$ cat config.mk
export PLATFORM = sky130hd
export DESIGN_NAME = fb_write_arbiter
export DESIGN_NICKNAME = d
export VERILOG_FILES = /design/src/rtl/fb_write_arbiter.sv
export SDC_FILE = /design/constraint.sdc
export NUM_CORES = 1
export LEC_CHECK = 0
export CELL_PAD_IN_SITES_DETAIL_PLACEMENT = 0
export CELL_PAD_IN_SITES_GLOBAL_PLACEMENT = 1
export CORE_AREA = 2 2 143 145
export CTS_BUF_LIST = sky130_fd_sc_hd__clkbuf_4
export CTS_CLUSTER_SIZE = 14
export DETAILED_ROUTE_END_ITERATION = 8
export DIE_AREA = 0 0 145 147
export GPL_ROUTABILITY_DRIVEN = 0
export PLACE_DENSITY = 0.87
export SLEW_MARGIN = 20
export SYNTH_ARGS = -nofsm -noshare
export SYNTH_HDL_FRONTEND = slang
export SYNTH_SLANG_ARGS = --single-unit
$ cat constraint.sdc
create_clock -name clock -period 3.6 [get_ports clock]
set_clock_uncertainty 0.2 [all_clocks]
set_input_delay 0.36 -clock clock [delete_from_list [all_inputs] [get_ports clock]]
set_output_delay 0.36 -clock clock [all_outputs]
set_load 0.005 [all_outputs]
$ cat src/rtl/fb_write_arbiter.sv
// fb_write_arbiter
// Shares the single framebuffer write port between processor stores and a
// hardware fill engine. Processor stores are never stalled: they either
// bypass straight to the port or wait in a small FIFO. The fill engine
// takes idle cycles, and a starvation counter forces a fill write after
// STARVE_LIMIT consecutive CPU grants while a fill is pending.
module fb_write_arbiter #(
  parameter int ADDR_W       = 19,
  parameter int DATA_W       = 8,
  parameter int FB_SIZE      = 307200,
  parameter int FIFO_DEPTH   = 4,
  parameter int STARVE_LIMIT = 8
) (
  input  logic                            clock,
  input  logic                            reset,
  input  logic                            cpu_wren,
  input  logic [ADDR_W-1:0]               cpu_addr,
  input  logic [DATA_W-1:0]               cpu_data,
  input  logic                            fill_start,
  input  logic [ADDR_W-1:0]               fill_base,
  input  logic [ADDR_W-1:0]               fill_len,
  input  logic [DATA_W-1:0]               fill_color,
  output logic                            fill_busy,
  output logic                            fill_done,
  output logic                            fb_wren,
  output logic [ADDR_W-1:0]               fb_addr,
  output logic [DATA_W-1:0]               fb_data,
  output logic [$clog2(FIFO_DEPTH):0]     fifo_count,
  output logic                            overflow
);

  localparam int CNT_W    = $clog2(FIFO_DEPTH) + 1;
  localparam int PTR_W    = $clog2(FIFO_DEPTH);
  localparam int STARVE_W = $clog2(STARVE_LIMIT + 1);

  localparam logic [ADDR_W:0]     FB_SIZE_X = (ADDR_W + 1)'(FB_SIZE);
  localparam logic [ADDR_W-1:0]   FB_SIZE_A = ADDR_W'(FB_SIZE);
  localparam logic [ADDR_W-1:0]   FB_LAST   = ADDR_W'(FB_SIZE - 1);
  localparam logic [CNT_W-1:0]    FIFO_FULL = CNT_W'(FIFO_DEPTH);
  localparam logic [STARVE_W-1:0] STARVE_MAX = STARVE_W'(STARVE_LIMIT);

  typedef enum logic [1:0] {
    IDLE = 2'd0,
    FILL = 2'd1,
    DONE = 2'd2
  } fill_state_t;

  fill_state_t state;
  fill_state_t state_next;

  logic [ADDR_W-1:0] fifo_addr [FIFO_DEPTH];
  logic [DATA_W-1:0] fifo_data [FIFO_DEPTH];
  logic [PTR_W-1:0]  rd_ptr;
  logic [PTR_W-1:0]  wr_ptr;

  logic [ADDR_W-1:0]   cursor;
  logic [ADDR_W-1:0]   remaining;
  logic [DATA_W-1:0]   color;
  logic [STARVE_W-1:0] starve_cnt;

  logic              fifo_empty;
  logic              fifo_full;
  logic              cpu_pending;
  logic              fill_pending;
  logic              grant_fill;
  logic              grant_cpu;
  logic [ADDR_W-1:0] head_addr;
  logic [DATA_W-1:0] head_data;
  logic              do_pop;
  logic              want_push;
  logic              do_push;
  logic              drop;
  logic [ADDR_W-1:0] base_norm;
  logic [ADDR_W-1:0] cursor_inc;

  // Arbitration: the starvation guard beats the CPU, otherwise the CPU wins.
  always_comb begin
    fifo_empty   = (fifo_count == '0);
    fifo_full    = (fifo_count == FIFO_FULL);
    cpu_pending  = !fifo_empty || cpu_wren;
    fill_pending = (state == FILL);
    grant_fill   = fill_pending && ((starve_cnt == STARVE_MAX) || !cpu_pending);
    grant_cpu    = cpu_pending && !grant_fill;
  end

  // CPU head selection and FIFO push/pop/drop decisions; an empty FIFO lets the incoming store bypass.
  always_comb begin
    head_addr = cpu_addr;
    head_data = cpu_data;
    if (!fifo_empty) begin
      head_addr = fifo_addr[rd_ptr];
      head_data = fifo_data[rd_ptr];
    end
    do_pop    = grant_cpu && !fifo_empty;
    want_push = cpu_wren && !(grant_cpu && fifo_empty);
    do_push   = want_push && (!fifo_full || do_pop);
    drop      = want_push && fifo_full && !do_pop;
  end

  // Fill address helpers: fold an out-of-range base once, and wrap the cursor at the last pixel.
  always_comb begin
    base_norm = fill_base;
    if ({1'b0, fill_base} >= FB_SIZE_X) begin
      base_norm = fill_base - FB_SIZE_A;
    end
    cursor_inc = cursor + ADDR_W'(1);
    if (cursor == FB_LAST) begin
      cursor_inc = '0;
    end
  end

  // FIFO storage; contents need no reset because occupancy is tracked separately.
  always_ff @(posedge clock) begin
    if (do_push) begin
      fifo_addr[wr_ptr] <= cpu_addr;
      fifo_data[wr_ptr] <= cpu_data;
    end
  end

  // FIFO pointers, occupancy and the sticky overflow flag.
  always_ff @(posedge clock) begin
    if (!reset) begin
      rd_ptr     <= '0;
      wr_ptr     <= '0;
      fifo_count <= '0;
      overflow   <= 1'b0;
    end else begin
      if (do_pop) begin
        rd_ptr <= rd_ptr + PTR_W'(1);
      end
      if (do_push) begin
        wr_ptr <= wr_ptr + PTR_W'(1);
      end
      if (do_push && !do_pop) begin
        fifo_count <= fifo_count + CNT_W'(1);
      end else if (do_pop && !do_push) begin
        fifo_count <= fifo_count - CNT_W'(1);
      end
      if (drop) begin
        overflow <= 1'b1;
      end
    end
  end

  // Fill FSM next-state logic.
  always_comb begin
    state_next = state;
    case (state)
      IDLE: begin
        if (fill_start) begin
          state_next = (fill_len != '0) ? FILL : DONE;
        end
      end
      FILL: begin
        if (grant_fill && (remaining == ADDR_W'(1))) begin
          state_next = DONE;
        end
      end
      DONE: begin
        state_next = IDLE;
      end
      default: begin
        state_next = IDLE;
      end
    endcase
  end

  // Fill FSM state register.
  always_ff @(posedge clock) begin
    if (!reset) begin
      state <= IDLE;
    end else begin
      state <= state_next;
    end
  end

  // Fill job registers: latched on an accepted start, advanced on every fill grant.
  always_ff @(posedge clock) begin
    if (!reset) begin
      cursor    <= '0;
      remaining <= '0;
      color     <= '0;
    end else if ((state == IDLE) && fill_start) begin
      cursor    <= base_norm;
      remaining <= fill_len;
      color     <= fill_color;
    end else if (grant_fill) begin
      cursor    <= cursor_inc;
      remaining <= remaining - ADDR_W'(1);
    end
  end

  // Starvation counter: counts CPU grants that pass over a pending fill.
  always_ff @(posedge clock) begin
    if (!reset) begin
      starve_cnt <= '0;
    end else if (!fill_pending || grant_fill) begin
      starve_cnt <= '0;
    end else if (grant_cpu) begin
      starve_cnt <= starve_cnt + STARVE_W'(1);
    end
  end

  // Registered outputs; fill_done trails the DONE state by a cycle so it lands after the final write shows.
  always_ff @(posedge clock) begin
    if (!reset) begin
      fb_wren   <= 1'b0;
      fb_addr   <= '0;
      fb_data   <= '0;
      fill_busy <= 1'b0;
      fill_done <= 1'b0;
    end else begin
      fill_busy <= (state_next == FILL);
      fill_done <= (state == DONE);
      if (grant_fill) begin
        fb_wren <= 1'b1;
        fb_addr <= cursor;
        fb_data <= color;
      end else if (grant_cpu) begin
        fb_wren <= 1'b1;
        fb_addr <= head_addr;
        fb_data <= head_data;
      end else begin
        fb_wren <= 1'b0;
      end
    end
  end

endmodule
==> results.yml <==
timing:
  rsz0062_at_grt: "no"
  tightest_slew_ps: 742.7
  slew_viol_final: 0
  relSlewSlack_pct: 50.49
  fin_crit_sh_pct: 81.79
  worst_slack_ps: 655.7
  setup_viol: 0
  min_period_ps: 2944
  finalSetupTns_ps: 0
  finalHoldViolCount: 0
  fmax_mhz: 339.6
clocking:
  cts_made_buffers: 17
  h-tree-depth: 4
  clkLatencyLatePin_ps: 580
  cts.repair.resized: 0
  cts_tree: "built"
  clockBufferDepth: 2
  cts_root_buf: "clkbuf_4"
  post_cts_buffers: 0
  clock_sinks: 200
  ctsHoldBuffers: 0
  clk_pin_slew_ps: 160
min_path:
  hold_class: "in2reg"
route:
  firstDrtPassIters: 5
  drc: 0
  via_count: 6649
  ant_nets: 0
  wire_per_inst_um: 18.73
  wl_mm: 21.92
  drt_iter0_drc: 642
  avgViaCountPerCell: 5.683
logic_synthesis:
  seq_area_frac_synth_pct: 56.95
  async_reset_ff_share_pct: 0
  synth_cell_type_count: 80
  synthesis.nets: 869
  syn_area_per_cell_um2: 11.45
  yosys.area.top_type: "edfxtp_1"
  synth.top_cell.area_share_pct: 36.32
  synth.cell_area_mm2: 0.008929
  synthTopCellsByArea: "edfxtp_1, dfxtp_1, mux4_2"
  yosysWarnings: 0
  synth_edf_count: 108
  syn_inst: 780
  synth.ff_latch_count: 200
  ys.flop_type: "edfxtp_1"
floorplanning:
  die_h_um: 147
  io_pins: 111
  core_area_mm2: 0.01984
  rows: 52
  die_w_um: 145
  die_area_mm2: 0.02132
  initial_core_util_pct: 44.99
job:
  cap_violations: 0
pwr:
  seqPwrFrac_pct: 48.5
  internal_power_mw: 4.108
  p_per_area_mw_per_mm2: 591.5
  power.share.clock_pct: 18.0
  switchingPower_mw: 2.157
  power_frac_comb_pct: 33.6
  p_leak_nw: 3.608
  ir_drop_v: 0.0003633
  switching_share_pct: 34.43
finish:
  nets: 975
  fin_cells: 1170
  multiInputGateArea_mm2: 0.003575
  fillCellCount: 1747
  regArea_mm2: 0.005086
  drive_gt1_share_pct: 11.90
  area_growth_pct: 18.62
  final_cell_area_mm2: 0.01059
  final_util_pct: 53.37
setup_path:
  arrival_ps: 3260
  crit_fanout: 7
  critical_path_class: "reg2reg"
  start_kind: "register"
  cp.required_ps: 3910
  cp-end-kind: "register"
place:
  pre_cts_ws_ps: 612.1
  placed_cell_area_mm2: 0.01032
  port_buffers: 110
  hpwl_mm: 14.79
  dpl.cell_count: 1137
global_routing:
  grt_use_total_pct: 20.78
  grt_start_max_net_pins: 67
  gr-total-overflow: 0
  grt_pass1_wl_mm: 34.74
  antenna_found_initial: 1
  grt_pass1_vias: 6319
outcome:
  status: "complete, no violations"
[worst max-delay path, cell delays in order (launching register included)]
cell and delay, ps:
dfxtp_1 370, inv_1 60, ha_1 150, nand3b_1 110
or3_1 370, a31oi_2 370, ha_1 250, inv_1 60
fa_1 370, xor2_1 150, or3_1 300, a21oi_1 130
[power by group through the flow]
stage          registers, mW  logic, mW  clock network (mW)
2_1_floorplan           2.97       1.36                   0
3_3_place_gp            3.09       2.08                   0
3_5_place_dp            3.09       2.10                   0
4_1_cts                 3.04       2.11                1.15
5_1_grt                 3.08       2.32                1.24
6_report                3.04       2.10                1.13
[worst paths after layout]
path                                end  slack (ps)  depth (start not counted)                       start
max          fifo_count[2]$_SDFFE_PN0P_         660                         11  starve_cnt[0]$_SDFFE_PP0N_
min               color[2]$_SDFFE_PN0P_         130                          3               fill_color[2]
max reg2reg  fifo_count[2]$_SDFFE_PN0P_         660                         11  starve_cnt[0]$_SDFFE_PP0N_
min reg2reg       color[0]$_SDFFE_PN0P_         280                          2       color[0]$_SDFFE_PN0P_
[cells in the mapped netlist (5+ instances only)]
master	count
o21ai_0	26
dfxtp_1	92
nand4_1	8
a21oi_1	44
edfxtp_1	108
a31oi_1	14
xor2_1	8
and2_1	7
a22oi_1	6
or3_1	8
ha_1	11
nor3_1	13
xnor2_1	5
nand2_1	132
inv_1	14
a222oi_1	24
or4_1	5
clkbuf_1	27
nand3_1	14
buf_2	8
nor4_1	12
o211ai_1	8
nor2_1	64
mux4_2	27
[registers in the layout (all words and copies together), names as in the netlist, named ones only]
signal	count
fill_busy	1
state	2
remaining	19
fb_data	8
fifo_count	3
wr_ptr	2
fifo_data	32
fb_addr	19
rd_ptr	2
starve_cnt	4
overflow	1
color	8
cursor	19
fill_done	1
fb_wren	1
fifo_addr	76
[cells by family (layout without fill, tap and decap cells)]
family	count (synthesis)	in the layout	synth area share [%]
AND/OR/NAND/NOR	300	300	16.34
buffers and inverters	58	177	3.181
other	0	1	0
flip-flops	200	200	56.95
adder cells (fa/ha/maj)	12	12	1.766
AO/OA/AOI/OAI	164	164	12.98
multiplexers	33	33	7.511
XOR/XNOR	13	13	1.275
[stage by stage]
stage	power (mW)	hold slack, ps
floorplan	4.337	236.0
global placement	5.170	246.9
detailed placement	5.194	251.1
CTS	6.305	91.67
global route	6.638	76.88
finish	6.265	127.7
[cell usage in the layout (no fill, tap or decap), types with 14 or more instances in the layout]
| cell type | netlist | layout |
|---|---|---|
| a21oi_1 | 44 | 43 |
| a222oi_1 | 24 | 24 |
| a31oi_1 | 14 | 14 |
| buf_4 | 0 | 20 |
| clkbuf_4 | 0 | 17 |
| clkdlybuf4s50_1 | 0 | 110 |
| dfxtp_1 | 92 | 91 |
| edfxtp_1 | 108 | 108 |
| mux4_2 | 27 | 27 |
| nand2_1 | 132 | 132 |
| nand3_1 | 14 | 14 |
| nor2_1 | 64 | 64 |
| o21ai_0 | 26 | 26 |
[metal layers]
layer  share of wire (%)  routed length, um  global-route usage (%)
met5                   0                  0                       0
met4                0.73                161                   4.505
met3                 5.3               1166                   3.882
met2                  47              10400                   32.81
met1                  46              10190                   30.19
[area by class of cell]
| class | count | area share, % |
|---|---|---|
| sequential | 200 | 48.02 |
| multi-input combinational | 522 | 33.75 |
| timing repair buffer | 131 | 12.00 |
| tap | 270 | 3.190 |
| clock inverter | 15 | 1.311 |
| clock buffer | 17 | 1.205 |
| inverter | 14 | 0.4962 |
| antenna | 1 | 0.02363 |
Power figures use the tool's default switching activity.
